===== src/rtl/csr_file_zicsr_if.sv =====
// Zicsr access bus between the execute stage and the CSR file.
// master: pipeline side (drives the request, samples the results).
// slave : CSR file side.
// Signals:
//   csr_en, csr_op[1:0], csr_addr[11:0], csr_wsrc[XLEN], csr_wsrc_zero, instret_inc  (master -> slave)
//   csr_rdata[XLEN], csr_illegal, tohost[XLEN], tohost_valid                          (slave -> master)
interface csr_file_zicsr_if #(
  parameter int unsigned XLEN = 32
);
  logic            csr_en;
  logic [1:0]      csr_op;
  logic [11:0]     csr_addr;
  logic [XLEN-1:0] csr_wsrc;
  logic            csr_wsrc_zero;
  logic            instret_inc;
  logic [XLEN-1:0] csr_rdata;
  logic            csr_illegal;
  logic [XLEN-1:0] tohost;
  logic            tohost_valid;

  modport master (
    output csr_en, csr_op, csr_addr, csr_wsrc, csr_wsrc_zero, instret_inc,
    input  csr_rdata, csr_illegal, tohost, tohost_valid
  );

  modport slave (
    input  csr_en, csr_op, csr_addr, csr_wsrc, csr_wsrc_zero, instret_inc,
    output csr_rdata, csr_illegal, tohost, tohost_valid
  );
endinterface


===== src/rtl/csr_file_zicsr.sv =====
// Machine-mode CSR file executing Zicsr read-modify-write ops in one cycle.
// Holds tohost, mscratch (0x340) and a constant mhartid (0xF14).
// Optional macro CSR_COUNTERS_EN adds 64-bit mcycle/minstret plus the
// read-only user mirrors cycle/instret; without it those addresses are
// unimplemented.
// Ports:
//   clk    - pipeline clock, all state updates on the rising edge
//   rst_n  - asynchronous active-low reset
//   bus    - csr_file_zicsr_if.slave: request in, csr_rdata/csr_illegal
//            (combinational), tohost/tohost_valid (registered) out
module csr_file_zicsr #(
  parameter int unsigned XLEN        = 32,
  parameter logic [31:0] HART_ID     = 32'd0,
  parameter logic [11:0] TOHOST_ADDR = 12'h51E
) (
  input  logic             clk,
  input  logic             rst_n,
  csr_file_zicsr_if.slave  bus
);

  localparam logic [1:0]  OP_RW = 2'b01;
  localparam logic [1:0]  OP_RS = 2'b10;
  localparam logic [1:0]  OP_RC = 2'b11;

  localparam logic [11:0] A_MSCRATCH = 12'h340;
  localparam logic [11:0] A_MHARTID  = 12'hF14;
`ifdef CSR_COUNTERS_EN
  localparam logic [11:0] A_MCYCLE    = 12'hB00;
  localparam logic [11:0] A_MCYCLEH   = 12'hB80;
  localparam logic [11:0] A_MINSTRET  = 12'hB02;
  localparam logic [11:0] A_MINSTRETH = 12'hB82;
  localparam logic [11:0] A_CYCLE     = 12'hC00;
  localparam logic [11:0] A_CYCLEH    = 12'hC80;
  localparam logic [11:0] A_INSTRET   = 12'hC02;
  localparam logic [11:0] A_INSTRETH  = 12'hC82;
`endif

  logic [XLEN-1:0] r_tohost;
  logic [XLEN-1:0] r_mscratch;
  logic            r_tohost_valid;
`ifdef CSR_COUNTERS_EN
  logic [63:0]     r_mcycle;
  logic [63:0]     r_minstret;
`else
  logic            w_unused_instret_inc;
  assign w_unused_instret_inc = bus.instret_inc;
`endif

  logic [XLEN-1:0] w_old;
  logic [XLEN-1:0] w_wval;
  logic            w_impl;
  logic            w_ro;
  logic            w_wr_attempt;
  logic            w_commit;

  // Address decode and pre-write read value
  always_comb begin
    w_old  = '0;
    w_impl = 1'b1;
    case (bus.csr_addr)
      TOHOST_ADDR: w_old = r_tohost;
      A_MSCRATCH:  w_old = r_mscratch;
      A_MHARTID:   w_old = XLEN'(HART_ID);
`ifdef CSR_COUNTERS_EN
      A_MCYCLE,    A_CYCLE:    w_old = r_mcycle[31:0];
      A_MCYCLEH,   A_CYCLEH:   w_old = r_mcycle[63:32];
      A_MINSTRET,  A_INSTRET:  w_old = r_minstret[31:0];
      A_MINSTRETH, A_INSTRETH: w_old = r_minstret[63:32];
`endif
      default:     w_impl = 1'b0;
    endcase
  end

  // Read-modify-write value
  always_comb begin
    w_wval = w_old;
    case (bus.csr_op)
      OP_RW:   w_wval = bus.csr_wsrc;
      OP_RS:   w_wval = w_old | bus.csr_wsrc;
      OP_RC:   w_wval = w_old & ~bus.csr_wsrc;
      default: w_wval = w_old;
    endcase
  end

  // RS/RC with a zero source are pure reads, so they are legal on read-only CSRs
  assign w_ro         = (bus.csr_addr[11:10] == 2'b11);
  assign w_wr_attempt = bus.csr_en &&
                        ((bus.csr_op == OP_RW) ||
                         (((bus.csr_op == OP_RS) || (bus.csr_op == OP_RC)) && !bus.csr_wsrc_zero));
  assign w_commit     = w_wr_attempt && w_impl && !w_ro;

  assign bus.csr_rdata    = w_old;
  assign bus.csr_illegal  = bus.csr_en && (!w_impl || (w_ro && w_wr_attempt));
  assign bus.tohost       = r_tohost;
  assign bus.tohost_valid = r_tohost_valid;

  // tohost, mscratch and the tohost write pulse
  always_ff @(posedge clk or negedge rst_n) begin
    if (!rst_n) begin
      r_tohost       <= '0;
      r_mscratch     <= '0;
      r_tohost_valid <= 1'b0;
    end else begin
      r_tohost_valid <= w_commit && (bus.csr_addr == TOHOST_ADDR);
      if (w_commit && (bus.csr_addr == TOHOST_ADDR)) r_tohost   <= w_wval;
      if (w_commit && (bus.csr_addr == A_MSCRATCH))  r_mscratch <= w_wval;
    end
  end

`ifdef CSR_COUNTERS_EN
  // A write to either half suppresses that cycle's increment and carry
  always_ff @(posedge clk or negedge rst_n) begin
    if (!rst_n) begin
      r_mcycle <= '0;
    end else if (w_commit && (bus.csr_addr == A_MCYCLE)) begin
      r_mcycle[31:0] <= w_wval;
    end else if (w_commit && (bus.csr_addr == A_MCYCLEH)) begin
      r_mcycle[63:32] <= w_wval;
    end else begin
      r_mcycle <= r_mcycle + 64'd1;
    end
  end

  always_ff @(posedge clk or negedge rst_n) begin
    if (!rst_n) begin
      r_minstret <= '0;
    end else if (w_commit && (bus.csr_addr == A_MINSTRET)) begin
      r_minstret[31:0] <= w_wval;
    end else if (w_commit && (bus.csr_addr == A_MINSTRETH)) begin
      r_minstret[63:32] <= w_wval;
    end else if (bus.instret_inc) begin
      r_minstret <= r_minstret + 64'd1;
    end
  end
`endif

endmodule


===== src/flat_wrapper.sv =====
// flat-port wrapper written by rule: the top's interface ports become plain ports
module csr_file_zicsr_flat 
#(
  parameter int unsigned XLEN        = 32,
  parameter logic [31:0] HART_ID     = 32'd0,
  parameter logic [11:0] TOHOST_ADDR = 12'h51E
)
  (clk, rst_n, bus_csr_en, bus_csr_op, bus_csr_addr, bus_csr_wsrc, bus_csr_wsrc_zero, bus_instret_inc, bus_csr_rdata, bus_csr_illegal, bus_tohost, bus_tohost_valid);
  csr_file_zicsr_if #(.XLEN(XLEN)) bus_i ();
  input  logic clk;
  input  logic rst_n;
  input wire logic [$bits(bus_i.csr_en)-1:0] bus_csr_en;
  input wire logic [$bits(bus_i.csr_op)-1:0] bus_csr_op;
  input wire logic [$bits(bus_i.csr_addr)-1:0] bus_csr_addr;
  input wire logic [$bits(bus_i.csr_wsrc)-1:0] bus_csr_wsrc;
  input wire logic [$bits(bus_i.csr_wsrc_zero)-1:0] bus_csr_wsrc_zero;
  input wire logic [$bits(bus_i.instret_inc)-1:0] bus_instret_inc;
  output wire logic [$bits(bus_i.csr_rdata)-1:0] bus_csr_rdata;
  output wire logic [$bits(bus_i.csr_illegal)-1:0] bus_csr_illegal;
  output wire logic [$bits(bus_i.tohost)-1:0] bus_tohost;
  output wire logic [$bits(bus_i.tohost_valid)-1:0] bus_tohost_valid;
  assign bus_i.csr_en = bus_csr_en;
  assign bus_i.csr_op = bus_csr_op;
  assign bus_i.csr_addr = bus_csr_addr;
  assign bus_i.csr_wsrc = bus_csr_wsrc;
  assign bus_i.csr_wsrc_zero = bus_csr_wsrc_zero;
  assign bus_i.instret_inc = bus_instret_inc;
  assign bus_csr_rdata = bus_i.csr_rdata;
  assign bus_csr_illegal = bus_i.csr_illegal;
  assign bus_tohost = bus_i.tohost;
  assign bus_tohost_valid = bus_i.tohost_valid;
  csr_file_zicsr #(.XLEN(XLEN), .HART_ID(HART_ID), .TOHOST_ADDR(TOHOST_ADDR)) u_core (.clk(clk), .rst_n(rst_n), .bus(bus_i));
endmodule

===== config.mk =====
export PLATFORM = sky130hd
export DESIGN_NAME = csr_file_zicsr_flat
export DESIGN_NICKNAME = d
export VERILOG_FILES = /design/src/rtl/csr_file_zicsr_if.sv /design/src/rtl/csr_file_zicsr.sv /design/src/flat_wrapper.sv
export SDC_FILE = /design/constraint.sdc
export NUM_CORES = 1
export LEC_CHECK = 0
export CAP_MARGIN = 10
export CORE_MARGIN = 1
export CORE_UTILIZATION = 35
export DETAILED_ROUTE_END_ITERATION = 7
export SKIP_LAST_GASP = 1
export SYNTH_ARGS = -nofsm -noshare
export SYNTH_HDL_FRONTEND = slang
export SYNTH_SLANG_ARGS = --single-unit
export TNS_END_PERCENT = 50

===== constraint.sdc =====
create_clock -name clk -period 1.5 [get_ports clk]
set_input_delay 0.15 -clock clk [delete_from_list [all_inputs] [get_ports clk]]
set_output_delay 0.15 -clock clk [all_outputs]
set_load 0.02 [all_outputs]

; ---- Word level (Yosys, flattened, before mapping)
; Index checks and enable logic that the tools add are counted.
[word_totals]
ff_bits = 65
in_bits = 51
out_inout_bits = 66
word_cells = 31
[classes]
eq_ne = 7
n_mux = 3
bitwise_logic = 3
reduce_logical = 15
[ops]
columns = cell, n
row1 = 32-bit case mux with 3 select lines, 1
row2 = 32-bit case mux with 2 select lines, 1
row3 = 32-bit AND, 1
row4 = 32-bit inverter, 1
row5 = 32-bit OR, 1
row6 = "12-bit by 10-bit equality test with 1-bit output, second input constant", 1
row7 = "12-bit by 11-bit equality test with 1-bit output, second input constant", 1
row8 = "12-bit equality test, second input constant", 1
row9 = 1-bit logical AND, 8
row10 = "2-bit equality test, second input constant", 3
row11 = 1-bit zero test, 3
row12 = 1-bit logical OR, 3
row13 = 3-bit OR reduction, 1
row14 = "2-bit by 1-bit equality test with 1-bit output, second input constant", 1
row15 = 1-bit 2-to-1 mux, 1

; ---- Longest topological paths before layout
; Gate-level depths: netlist of the first run.
[depth]
depth_word = 8
mapped_depth = 8
mapped_depth_nobuf = 5

; ---- Worst setup path after synthesis of the first run
; No wires, ideal clock.
[synth_timing]
kind = input port to output port
from = input port bus_csr_addr[0]
to = output port bus_csr_rdata[10]
t_arrival_ns = 1.377
required_time_ns = 1.350
slack_ns = -0.027
cell_stages = 5
n_path_buf = 1
path_cell_list = nor4b_1 > nand2_1 > nor2_2 > clkbuf_1 > a22o_1
[synth_between]
elab_chain_cells = 2
elab_cells_between_ends = 3
classes_between = 2 x eq/ne / 1 x mux
[synth_rtl]
columns = item, line_no
row1 = from (decl), flat_wrapper.sv:14  ; input wire logic [$bits(bus_i.csr_addr)-1:0] bus_csr_addr;
row2 = 12-bit by 10-bit equality test with 1-bit output / 12-bit by 11-bit equality test with 1-bit output (equally long branches), csr_file_zicsr.sv:60  ; case (bus.csr_addr)
row3 = 32-bit case mux with 2 select lines *, csr_file_zicsr.sv:60
row4 = to (decl), flat_wrapper.sv:18  ; output wire logic [$bits(bus_i.csr_rdata)-1:0] bus_csr_rdata;
; Mark *: on every way between the ends. The rest lies on a longest branch, timed or not.

; ---- Worst setup path after layout of the first run
[layout_timing]
from = input port bus_csr_addr[11]
to = output port bus_csr_rdata[16]
; The elaborated chain is that of the path after synthesis.

==> metrics.md, run 1 <==
| Metric | Value |
|---|---|
| Length of the first detailed-routing pass in iterations | 5 |
| Number of I/O port buffers | 115 |
| Headroom to the max-slew limit | 64.2% |
| Data arrival time of the critical path | 1.51 ns |
| Largest buffer count on any clock path | 2 |
| Clk_skew | 0.00992 ns |
| Fraction of the cycle the final worst path needs | 111% |
| Highest attainable clock frequency | 603 MHz |
| Via density per instance | 6.63 |
| Leakage power | 2.49 nW |
| Post-layout total power | 4.01 mW |
| Die outline area | 11400 sq um |
| Number of placement rows | 37 |
| Register area share after synthesis | 42.5% |
| Min Clock Period, post-route | 1.66 ns |
| Most Frequent Cell on Critical Path | sky130_fd_sc_hd__buf_12 |
| Final wirelength | 16500 um |
| CTS tree | done |
| Pin count of the biggest net entering global routing | 33 |
| Clock latency on the worst-skew pair | 0.34 ns |
| Highest layer used for signal routing | met4 |
| Clock share of power | 38.2% |
| Kind of end point of the critical path | primary output |
| Global-route usage over all layers | 26.9% |
| Initial core utilization | 36.6% |
| DRC violations left | 0 |
| Failing checks | setup timing |
| Total power density per cell area | 626 nW/um^2 |
| Weighted congestion at the end of routability-driven global placement | 0.776 |
| Count of filler cells inserted in the layout | 907 |
| Type of the worst setup path | input port to primary output |
| Routed met2 length | 7740 um |
| Mean instance size in the synthesized netlist | 9.77 sq um |
| Critical path launch point type | input port |
| Fraction of layout cells with a size suffix above 1 | 31.2% |
| Placed Cells | 629 |
| Master cell of the clock root buffer | sky130_fd_sc_hd__clkbuf_8 |
| Number of cells in the finished layout apart from fillers | 687 |
| Core Area | 10500 sq um |
| Synth Net Count | 443 |
| Result of the run | finished, violations left |
| HPWL after detailed placement | 8310 um |
| Cell with the largest stage delay on the worst path | sky130_fd_sc_hd__nor4b_4 |
| Hold crit path type | input port to async pin |
| CTS buffer count | 9 |
| Antenna Cells | 0 |
| Initial antenna violation count | 0 |
| Worst path max stage delay | 0.26 ns |
| Setup WS pre-CTS | -0.957 ns |
| CTS clk-pin slew, worst paths | 0.07 ns |
| Total count of hold-check failures in the final report | 0 |
| Die height | 107 um |
| Max H-tree Level | 3 |
| Largest fanout on the critical path | 7 |
| Sinks on Clock Net | 65 |
| Per-cell routed wire length | 24.0 um |
| RSZ-0062 raised after global routing | true |
| Die boundary width | 107 um |
| Synthesized cell area | 3830 sq um |
| Number of warnings issued by yosys | 0 |
| Boundary Pins | 117 |
| Metal3 WL | 1540 um |
| Metal-1 WL | 6930 um |
| Net Switching | 1.14 mW |
| Seq pwr share | 43.8% |
| Distinct cell type count of the synthesized netlist | 27 |
| Setup-violating endpoint count in the final report | 68 |
| Switching power as a share of total power | 28.5% |
| Peak VDD IR | 0.406 mV |
| Number of antenna-violating nets in the routed design | 0 |
| Number of global-route vias before repair | 4363 |
| Register bit count reported by yosys | 65 |
| Max-cap violation count | 0 |
| Slew @ Worst Pin | 0.537 ns |
| Total gr overflow | 0 |
| Crit path cell chain | buf_8 -> nor4b_4 -> nand4_1 -> nor2_4 -> buf_12 -> buf_12 -> buf_16 -> a22o_1 -> buf_6 |
| Area growth syn-to-layout | 67.1% |
| Worst setup slack after layout | -0.158 ns |
| Slew Viols, Final | 0 |
| Instance count of the mapped netlist | 392 |
| Endpoint required time on the critical path | 1.35 ns |
| P_int | 2.87 mW |
| Count of vias placed by the detailed router | 4558 |
| DRT iter0 DRCs | 397 |
| Nets@finish | 597 |
| Proportion of power drawn by combinational gates | 18.0% |
| Wire length of the first global-routing pass | 23700 um |
## stage by stage
stage	utilization (%)	area (sq um)	hold WS [ns]	setup TNS [ns]
floorplan	-	3830	-0.146	-0.728
global placement	50.9	5320	0.159	-79.02
detailed placement	50.9	5320	0.158	-82.70
CTS	58.7	6150	0.325	-6.47
global route	61.2	6400	0.348	-9.59
finish	61.2	6400	0.316	-4.07
## power groups by stage
| stage | clock [mW] | sequential [mW] | combinational, mW |
|---|---|---|---|
| 2_1_floorplan | 0 | 1.79 | 0.262 |
| 3_3_place_gp | 0 | 1.79 | 0.602 |
| 3_5_place_dp | 0 | 1.79 | 0.619 |
| 4_1_cts | 1.54 | 1.76 | 0.673 |
| 5_1_grt | 1.63 | 1.76 | 0.765 |
| 6_report | 1.53 | 1.76 | 0.722 |
## area by class of cell
class / instances / area (sq um) / area share, %
Multi-Input combinational cell: 284 / 2270 / 35.5
Clock inverter: 5 / 55.1 / 0.860
Sequential cell: 65 / 1630 / 25.4
Inverter: 1 / 3.75 / 0.0587
Tap cell: 136 / 170 / 2.66
Timing Repair Buffer: 185 / 2130 / 33.3
Clock buffer: 11 / 141 / 2.21
## state kept, by name, indices dropped and copies added (netlist names)
name	cells
u_core.bus.tohost	32
u_core.r_mscratch	32
u_core.bus.tohost_valid	1
## critical path: cells and delay by family
family	cells	cell delay, ns
and+or+nand+nor	3	0.63
buffers and inverters	5	0.58
AOI/OAI and AO/OA	1	0.15
## timing repair
action                                  4_1_cts  5_1_grt
setup buffers                                22       10
endpoints found under the hold margin        19        0
pin swaps                                    40       36
gates resized for setup                     255       62
hold buffers                                  1        0
endpoints found under the setup margin      130      126
gates cloned                                 12        5
## cells by family (layout without fill, tap and decap cells)
| family | Yosys count | in the layout | share of synthesized area (%) |
|---|---|---|---|
| flip-flops | 65 | 65 | 42.5 |
| AO/OA/AOI/OAI | 259 | 259 | 47.6 |
| buffers and inverters | 48 | 202 | 6.34 |
| XOR/XNOR | 1 | 1 | 0.229 |
| AND/OR/NAND/NOR | 19 | 24 | 3.33 |
## metal layers
layer | GRT usage (%) | vias up
li1 | - | 1967
met1 | 37.6 | 2241
met2 | 41.2 | 321
met3 | 4.68 | 29
met4 | 10.6 | 0
met5 | 0 | -
## cells in the mapped netlist
cell type	n	share of area, %
sky130_fd_sc_hd__o21ai_0	5	0.65
sky130_fd_sc_hd__o31ai_1	64	13
sky130_fd_sc_hd__buf_1	6	0.59
sky130_fd_sc_hd__nor4b_2	1	0.39
sky130_fd_sc_hd__nand4_1	2	0.33
sky130_fd_sc_hd__nor3_1	1	0.13
sky130_fd_sc_hd__a21oi_1	33	4.3
sky130_fd_sc_hd__o21ai_1	59	7.7
sky130_fd_sc_hd__nand2_1	2	0.20
sky130_fd_sc_hd__xor2_1	1	0.23
sky130_fd_sc_hd__or2_4	2	0.46
sky130_fd_sc_hd__buf_2	8	1.0
sky130_fd_sc_hd__inv_1	1	0.098
sky130_fd_sc_hd__nor2_2	2	0.33
sky130_fd_sc_hd__buf_6	7	2.1
sky130_fd_sc_hd__nor2_1	2	0.20
sky130_fd_sc_hd__a32oi_1	64	15
sky130_fd_sc_hd__a21boi_0	1	0.20
sky130_fd_sc_hd__nand3_1	1	0.13
sky130_fd_sc_hd__or2_1	2	0.33
sky130_fd_sc_hd__nor2b_1	1	0.16
sky130_fd_sc_hd__clkbuf_1	26	2.5
sky130_fd_sc_hd__a22o_1	32	7.3
sky130_fd_sc_hd__dfrtp_1	65	42
sky130_fd_sc_hd__nor4b_1	1	0.23
sky130_fd_sc_hd__o311ai_0	1	0.23
sky130_fd_sc_hd__nand4b_1	2	0.46
## final timing paths
| path | slack [ns] | start | endpoint | cells after the start |
|---|---|---|---|---|
| max | -0.16 | bus_csr_addr[11] | bus_csr_rdata[16] | 9 |
| min | 0.32 | rst_n | u_core.bus.tohost[27] | 2 |
| max reg2reg | 0.61 | u_core.bus.tohost[0] | u_core.r_mscratch[0] | 2 |
| min reg2reg | 0.56 | u_core.r_mscratch[17] | u_core.r_mscratch[17] | 2 |
| max in group asynchronous | 0.64 | rst_n | u_core.bus.tohost[16] | 3 |
| min in group clk | 0.52 | bus_csr_wsrc[30] | u_core.bus.tohost[30] | 3 |
## cell usage in the layout, fill, tap and decap left out, types with 2 or more instances in the layout
| cell type | count |
|---|---|
| sky130_fd_sc_hd__a21oi_1 | 30 |
| sky130_fd_sc_hd__a21oi_2 | 3 |
| sky130_fd_sc_hd__a22o_1 | 31 |
| sky130_fd_sc_hd__a32oi_1 | 64 |
| sky130_fd_sc_hd__buf_12 | 20 |
| sky130_fd_sc_hd__buf_16 | 3 |
| sky130_fd_sc_hd__buf_2 | 4 |
| sky130_fd_sc_hd__buf_4 | 37 |
| sky130_fd_sc_hd__buf_6 | 35 |
| sky130_fd_sc_hd__buf_8 | 5 |
| sky130_fd_sc_hd__bufbuf_16 | 2 |
| sky130_fd_sc_hd__clkbuf_16 | 3 |
| sky130_fd_sc_hd__clkbuf_2 | 3 |
| sky130_fd_sc_hd__clkbuf_8 | 10 |
| sky130_fd_sc_hd__clkdlybuf4s15_1 | 2 |
| sky130_fd_sc_hd__clkdlybuf4s50_1 | 67 |
| sky130_fd_sc_hd__clkinv_2 | 2 |
| sky130_fd_sc_hd__clkinvlp_4 | 2 |
| sky130_fd_sc_hd__dfrtp_1 | 65 |
| sky130_fd_sc_hd__dlygate4sd2_1 | 3 |
| sky130_fd_sc_hd__nand3_4 | 2 |
| sky130_fd_sc_hd__nand4_1 | 2 |
| sky130_fd_sc_hd__nand4b_1 | 2 |
| sky130_fd_sc_hd__nor2_4 | 2 |
| sky130_fd_sc_hd__nor4b_4 | 2 |
| sky130_fd_sc_hd__o21ai_0 | 2 |
| sky130_fd_sc_hd__o21ai_1 | 54 |
| sky130_fd_sc_hd__o21ai_2 | 8 |
| sky130_fd_sc_hd__o31ai_1 | 49 |
| sky130_fd_sc_hd__o31ai_2 | 9 |
| sky130_fd_sc_hd__o31ai_4 | 6 |
| sky130_fd_sc_hd__or2_4 | 7 |
Power figures use the tool's default switching activity.
==> run 2: changes to the inputs <==
CTS_BUF_LIST = sky130_fd_sc_hd__clkbuf_4 sky130_fd_sc_hd__clkbuf_8   (was not set)
==> run 2 against run 1 <==
  * The flow still finishes with violations (setup timing)
  * Register-to-register slack about the same
  * Non-clock buffer count unchanged
  * Critical path type unchanged
  * Worst hold slack improved by 0.0040 ns
  * Sequential cell count is the same
==> metrics.md, run 2 (synthesized netlist as in run 1, its figures left out) <==
| Metric | Value |
|---|---|
| Result of the run | finished, violations left |
| Failing checks | setup timing |
| Antenna Cells | 0 |
| Total gr overflow | 0 |
| Largest buffer count on any clock path | 2 |
| Total count of hold-check failures in the final report | 0 |
| Net Switching | 1.13 mW |
| Weighted congestion at the end of routability-driven global placement | 0.776 |
| Number of cells in the finished layout apart from fillers | 687 |
| Min Clock Period, post-route | 1.66 ns |
| DRT iter0 DRCs | 356 |
| Core Area | 10500 sq um |
| Master cell of the clock root buffer | sky130_fd_sc_hd__clkbuf_8 |
| Commonest non-fill, non-tap cell in the layout | sky130_fd_sc_hd__clkdlybuf4s50_1 |
| Critical path launch point type | input port |
| Switching power as a share of total power | 28.2% |
| Most frequent cells in the layout | 67 x sky130_fd_sc_hd__clkdlybuf4s50_1, 65 x sky130_fd_sc_hd__dfrtp_1, 64 x sky130_fd_sc_hd__a32oi_1 |
| Family with the most delay on the worst path | simple AND/OR/NAND/NOR gates |
| Pin count of the biggest net entering global routing | 33 |
| CP bufs+invs | 5 |
| Setup-violating endpoint count in the final report | 68 |
| Leakage power | 2.49 nW |
| Fraction of layout cells with a size suffix above 1 | 31.4% |
| Number of global-route vias before repair | 4363 |
| HPWL after detailed placement | 8310 um |
| Proportion of power drawn by combinational gates | 17.9% |
| Global-route usage over all layers | 26.9% |
| Number of antenna-violating nets in the routed design | 0 |
| Max H-tree Level | 3 |
| CTS buffer count | 9 |
| Final wirelength | 16400 um |
| Initial antenna violation count | 0 |
| Highest attainable clock frequency | 602 MHz |
| Hold crit path type | input port to async pin |
| DRC violations left | 0 |
| Max-cap violation count | 0 |
| Largest fanout on the critical path | 7 |
| TNS Setup | -3.99 ns |
| Most Frequent Cell on Critical Path | sky130_fd_sc_hd__buf_12 |
| RSZ-0062 raised after global routing | true |
| Nets@finish | 597 |
| Data arrival time of the critical path | 1.51 ns |
| P_int | 2.88 mW |
| Total power density per cell area | 628 nW/um^2 |
| Slew @ Worst Pin | 0.544 ns |
| Worst setup slack after layout | -0.161 ns |
| Kind of end point of the critical path | primary output |
| Die height | 107 um |
| Number of I/O port buffers | 115 |
| Count of filler cells inserted in the layout | 905 |
| Placed Cells | 629 |
| Length of the first detailed-routing pass in iterations | 5 |
| Worst path max stage delay | 0.26 ns |
| Type of the worst setup path | input port to primary output |
| Peak VDD IR | 0.410 mV |
| CTS clk-pin slew, worst paths | 0.08 ns |
| Clk_skew | 0.00950 ns |
| CTS tree | done |
| Per-cell routed wire length | 23.9 um |
| Boundary Pins | 117 |
| Slew Viols, Final | 0 |
| Crit path cell chain | buf_8 -> nor4b_4 -> nand4_1 -> nor2_4 -> buf_12 -> buf_12 -> buf_16 -> a22o_1 -> buf_6 |
| Cell with the largest stage delay on the worst path | sky130_fd_sc_hd__nor4b_4 |
| Clock share of power | 38.5% |
| Area growth syn-to-layout | 67.2% |
| Initial core utilization | 36.6% |
| Endpoint required time on the critical path | 1.35 ns |
| Number of placement rows | 37 |
| Die outline area | 11400 sq um |
| Sinks on Clock Net | 65 |
| Count of vias placed by the detailed router | 4546 |
| Die boundary width | 107 um |
| Headroom to the max-slew limit | 63.8% |
| Via density per instance | 6.62 |
| Seq pwr share | 43.7% |
| Hold WS | 0.320 ns |
| Wire length of the first global-routing pass | 23700 um |
| Clock latency on the worst-skew pair | 0.34 ns |
| Fraction of the cycle the final worst path needs | 111% |
[run 2: cell counts in the layout (fill, tap and decap cells not counted)]
No cell type changed its count.
[run 2: repair_timing]
action | CTS | global route
setup buffers | 22 | 10
gates resized for setup | 255 | 62
setup endpoints to repair | 130 | 126
cloned | 12 | 5
hold endpoints to repair | 19 | 0
pin swaps | 40 | 36
hold buffers | 1 | 0
[run 2: metrics by stage]
| stage | util, % | worst slack [ns] | instance area (sq um) | power [mW] |
|---|---|---|---|---|
| 2_1_floorplan | - | -0.0232 | 3830 | 2.05 |
| 3_3_place_gp | 50.9 | -0.907 | 5320 | 2.39 |
| 3_5_place_dp | 50.9 | -0.957 | 5320 | 2.41 |
| 4_1_cts | 58.8 | -0.160 | 6150 | 3.99 |
| 5_1_grt | 61.2 | -0.220 | 6400 | 4.17 |
| 6_report | 61.2 | -0.161 | 6400 | 4.02 |
[run 2: worst paths after layout]
check	start	endpoint	slack, ns	cells past startpoint
min in group clk	bus_csr_wsrc[27]	u_core.r_mscratch[27]	0.52	3
worst max register to register	u_core.bus.tohost[0]	u_core.r_mscratch[0]	0.61	2
max in group asynchronous	rst_n	u_core.bus.tohost[16]	0.63	3
worst min register to register	u_core.r_mscratch[27]	u_core.r_mscratch[27]	0.56	2
worst min-delay path	rst_n	u_core.bus.tohost_valid	0.32	2
worst max-delay path	bus_csr_addr[11]	bus_csr_rdata[16]	-0.16	9
[run 2: final cells by class]
class	count	area [sq um]	share of cell area, %
Sequential cell	65	1630	25.4
Timing Repair Buffer	185	2130	33.3
Multi-Input combinational cell	284	2270	35.5
Clock buffer	11	145	2.27
Tap cell	136	170	2.66
Clock inverter	5	55.1	0.860
Inverter	1	3.75	0.0586
[run 2: power by group through the flow]
stage / sequential (mW) / combinational, mW / clock, mW
floorplan: 1.79 / 0.262 / 0
global placement: 1.79 / 0.602 / 0
detailed placement: 1.79 / 0.619 / 0
CTS: 1.76 / 0.673 / 1.56
global route: 1.76 / 0.765 / 1.64
finish: 1.76 / 0.718 / 1.55
[run 2: metal layers]
layer  up-vias  GRT usage, %  part of all wire (%)  wire length, um
met2       302          41.2                    47             7670
met1      2246          37.6                    42             6910
met4         0          10.6                   1.7              282
li1       1970             -                     -                -
met3        28          4.68                   9.4             1540
met5         -             0                     0                0
==> run 3: changes to the inputs <==
--- a/config.mk
+++ b/config.mk
@@ -10,4 +10,5 @@
 export CORE_UTILIZATION = 35
 export CTS_BUF_LIST = sky130_fd_sc_hd__clkbuf_4 sky130_fd_sc_hd__clkbuf_8
+export CTS_CLUSTER_DIAMETER = 40
 export DETAILED_ROUTE_END_ITERATION = 7
 export SKIP_LAST_GASP = 1
==> constraint.sdc (replaced) <==
create_clock -name clk -period 1.5 [get_ports clk]
set_input_delay 0.225 -clock clk [delete_from_list [all_inputs] [get_ports clk]]
set_output_delay 0.225 -clock clk [all_outputs]
set_load 0.02 [all_outputs]
==> run 3 against run 2 <==
  * The run still ends with setup timing left
  * Critical path depth shrank 2
  * Worst hold slack gained 0.043 ns
  * Register-to-register slack lost 0.05 ns
  * Sequential cell count is the same
  * Critical endpoint is now bus_csr_rdata[23]
  * Largest cell class unchanged
  * Highest routed layer unchanged
==> metrics.md, run 3 (synthesized netlist as in run 1, its figures left out) <==
| Metric | Value |
|---|---|
| Placed Area | 5400 sq um |
| Switching power as a share of total power | 27.1% |
| Number of global-route vias before repair | 4421 |
| Setup slack of the most critical reg-to-reg path | 0.56 ns |
| Core Area | 10500 sq um |
| Sinks on Clock Net | 65 |
| Total count of hold-check failures in the final report | 0 |
| Crit path cell chain | dlygate4sd2_1 -> nand4b_1 -> nor2_4 -> buf_6 -> buf_16 -> a22o_1 -> buf_6 |
| Placed Cells | 641 |
| Count of filler cells inserted in the layout | 904 |
| Setup-violating endpoint count in the final report | 38 |
| Slew Viols, Final | 0 |
| P_int | 3.05 mW |
| Die outline area | 11400 sq um |
| Antenna Cells | 0 |
| Pin count of the biggest net entering global routing | 33 |
| Type of the worst setup path | input port to primary output |
| Worst setup slack after layout | -0.271 ns |
| Peak VDD IR | 0.356 mV |
| Total power density per cell area | 673 nW/um^2 |
| TNS Setup | -7.68 ns |
| Source of the worst register-to-register timing path | u_core.bus.tohost[12] |
| Final non-filler cell area | 6210 sq um |
| Leakage power | 2.95 nW |
| Proportion of power drawn by combinational gates | 16.5% |
| HPWL after detailed placement | 8640 um |
| Via density per instance | 6.58 |
| RSZ-0062 raised after global routing | true |
| Master cell of the clock root buffer | sky130_fd_sc_hd__clkbuf_8 |
| Worst path max stage delay | 0.27 ns |
| Global-route usage over all layers | 26.7% |
| CP bufs+invs | 4 |
| Largest buffer count on any clock path | 2 |
| Crit Reg-Reg Endpoint | u_core.r_mscratch[12] |
| Highest attainable clock frequency | 565 MHz |
| Largest fanout on the critical path | 8 |
| Data arrival time of the critical path | 1.55 ns |
| CTS buffer count | 9 |
| Most frequent cells in the layout | 65 x sky130_fd_sc_hd__dfrtp_1, 64 x sky130_fd_sc_hd__a32oi_1, 63 x sky130_fd_sc_hd__o21ai_1 |
| Fraction of the cycle the final worst path needs | 118% |
| Endpoint required time on the critical path | 1.27 ns |
| CTS clk-pin slew, worst paths | 0.08 ns |
| Per-cell routed wire length | 22.5 um |
| Worst Reg2Reg Path Length in Cells | 3 |
| Nets@finish | 593 |
| Seq pwr share | 42.0% |
| Clock share of power | 41.5% |
| Die height | 107 um |
| Min Clock Period, post-route | 1.77 ns |
| Max-cap violation count | 0 |
| Total gr overflow | 0 |
| Number of I/O port buffers | 115 |
| Final wirelength | 15300 um |
| Boundary Pins | 117 |
| Max H-tree Level | 3 |
| Cell with the largest stage delay on the worst path | sky130_fd_sc_hd__nand4b_1 |
| Slew @ Worst Pin | 0.485 ns |
| Family with the most delay on the worst path | buffers and inverters |
| Hold crit path type | input port to async pin |
| Clock latency on the worst-skew pair | 0.35 ns |
| Commonest non-fill, non-tap cell in the layout | sky130_fd_sc_hd__dfrtp_1 |
| CTS tree | done |
| Result of the run | finished, violations left |
| Clk_skew | 0.00862 ns |
| Post-layout total power | 4.18 mW |
| Length of the first detailed-routing pass in iterations | 5 |
| Net Switching | 1.13 mW |
| Fraction of layout cells with a size suffix above 1 | 28.7% |
| Number of cells in the finished layout apart from fillers | 683 |
| DRC violations left | 0 |
| Die boundary width | 107 um |
| Headroom to the max-slew limit | 67.7% |
| Wire length of the first global-routing pass | 23600 um |
| Initial core utilization | 36.6% |
| Area growth syn-to-layout | 62.3% |
| Failing checks | setup timing |
| DRT iter0 DRCs | 366 |
| Critical path launch point type | input port |
| Number of antenna-violating nets in the routed design | 0 |
| Kind of end point of the critical path | primary output |
| Weighted congestion at the end of routability-driven global placement | 0.765 |
| Count of vias placed by the detailed router | 4493 |
| Most Frequent Cell on Critical Path | sky130_fd_sc_hd__buf_6 |
| Initial antenna violation count | 0 |
| Number of placement rows | 37 |
## run 3: cell type report
class,count,area [sq um],share of cell area [%]
multi-input cells,283,2160,34.8
repair buffers,182,2020,32.6
flip-flops and latches,65,1630,26.2
well taps,136,170,2.74
clock buffers,11,145,2.34
clock inverters,5,78.8,1.27
inverters,1,3.75,0.0604
## run 3: routing by layer
layer  vias up  part of all wire [%]  GRT usage (%)
met3        36                   9.6           6.44
met4         0                   2.5           9.88
met5         -                     0              0
met2       292                    45           40.5
li1       1966                     -              -
met1      2199                    43           36.9
## run 3: how the worst max path moves through the flow
stage                              to  slack (ns)              from  cells past startpoint
CTS                  bus_csr_rdata[4]       -0.28   bus_csr_addr[0]                      8
global route         bus_csr_rdata[5]       -0.32   bus_csr_addr[0]                      8
finish              bus_csr_rdata[23]       -0.27   bus_csr_addr[6]                      7
detailed placement   bus_csr_rdata[4]       -1.10  bus_csr_addr[11]                      7
global placement     bus_csr_rdata[4]       -1.07  bus_csr_addr[11]                      7
floorplan           bus_csr_rdata[10]       -0.08   bus_csr_addr[9]                      5
## run 3: through the flow
| step | hold WS (ns) | utilization (%) | setup slack, ns |
|---|---|---|---|
| 6_report | 0.363 | 59.4 | -0.271 |
| 5_1_grt | 0.376 | 59.4 | -0.318 |
| 4_1_cts | 0.364 | 57.6 | -0.276 |
| 3_5_place_dp | 0.204 | 51.6 | -1.10 |
| 3_3_place_gp | 0.202 | 51.6 | -1.07 |
| 2_1_floorplan | -0.0706 | - | -0.0803 |
## run 3: power groups by stage
stage	Combinational, mW	Clock (mW)	Sequential [mW]
6_report	0.689	1.74	1.75
5_1_grt	0.737	1.84	1.75
4_1_cts	0.666	1.76	1.75
3_5_place_dp	0.624	0	1.79
3_3_place_gp	0.605	0	1.79
2_1_floorplan	0.265	0	1.79
## run 3: repair_timing
| item | in CTS | in global routing |
|---|---|---|
| hold buffers | 1 | 0 |
| pin swaps | 23 | 12 |
| gates cloned | 8 | 3 |
| setup endpoints to repair | 131 | 128 |
| hold endpoints to repair | 15 | 0 |
| resized for setup | 263 | 47 |
| buffers inserted | 12 | 2 |
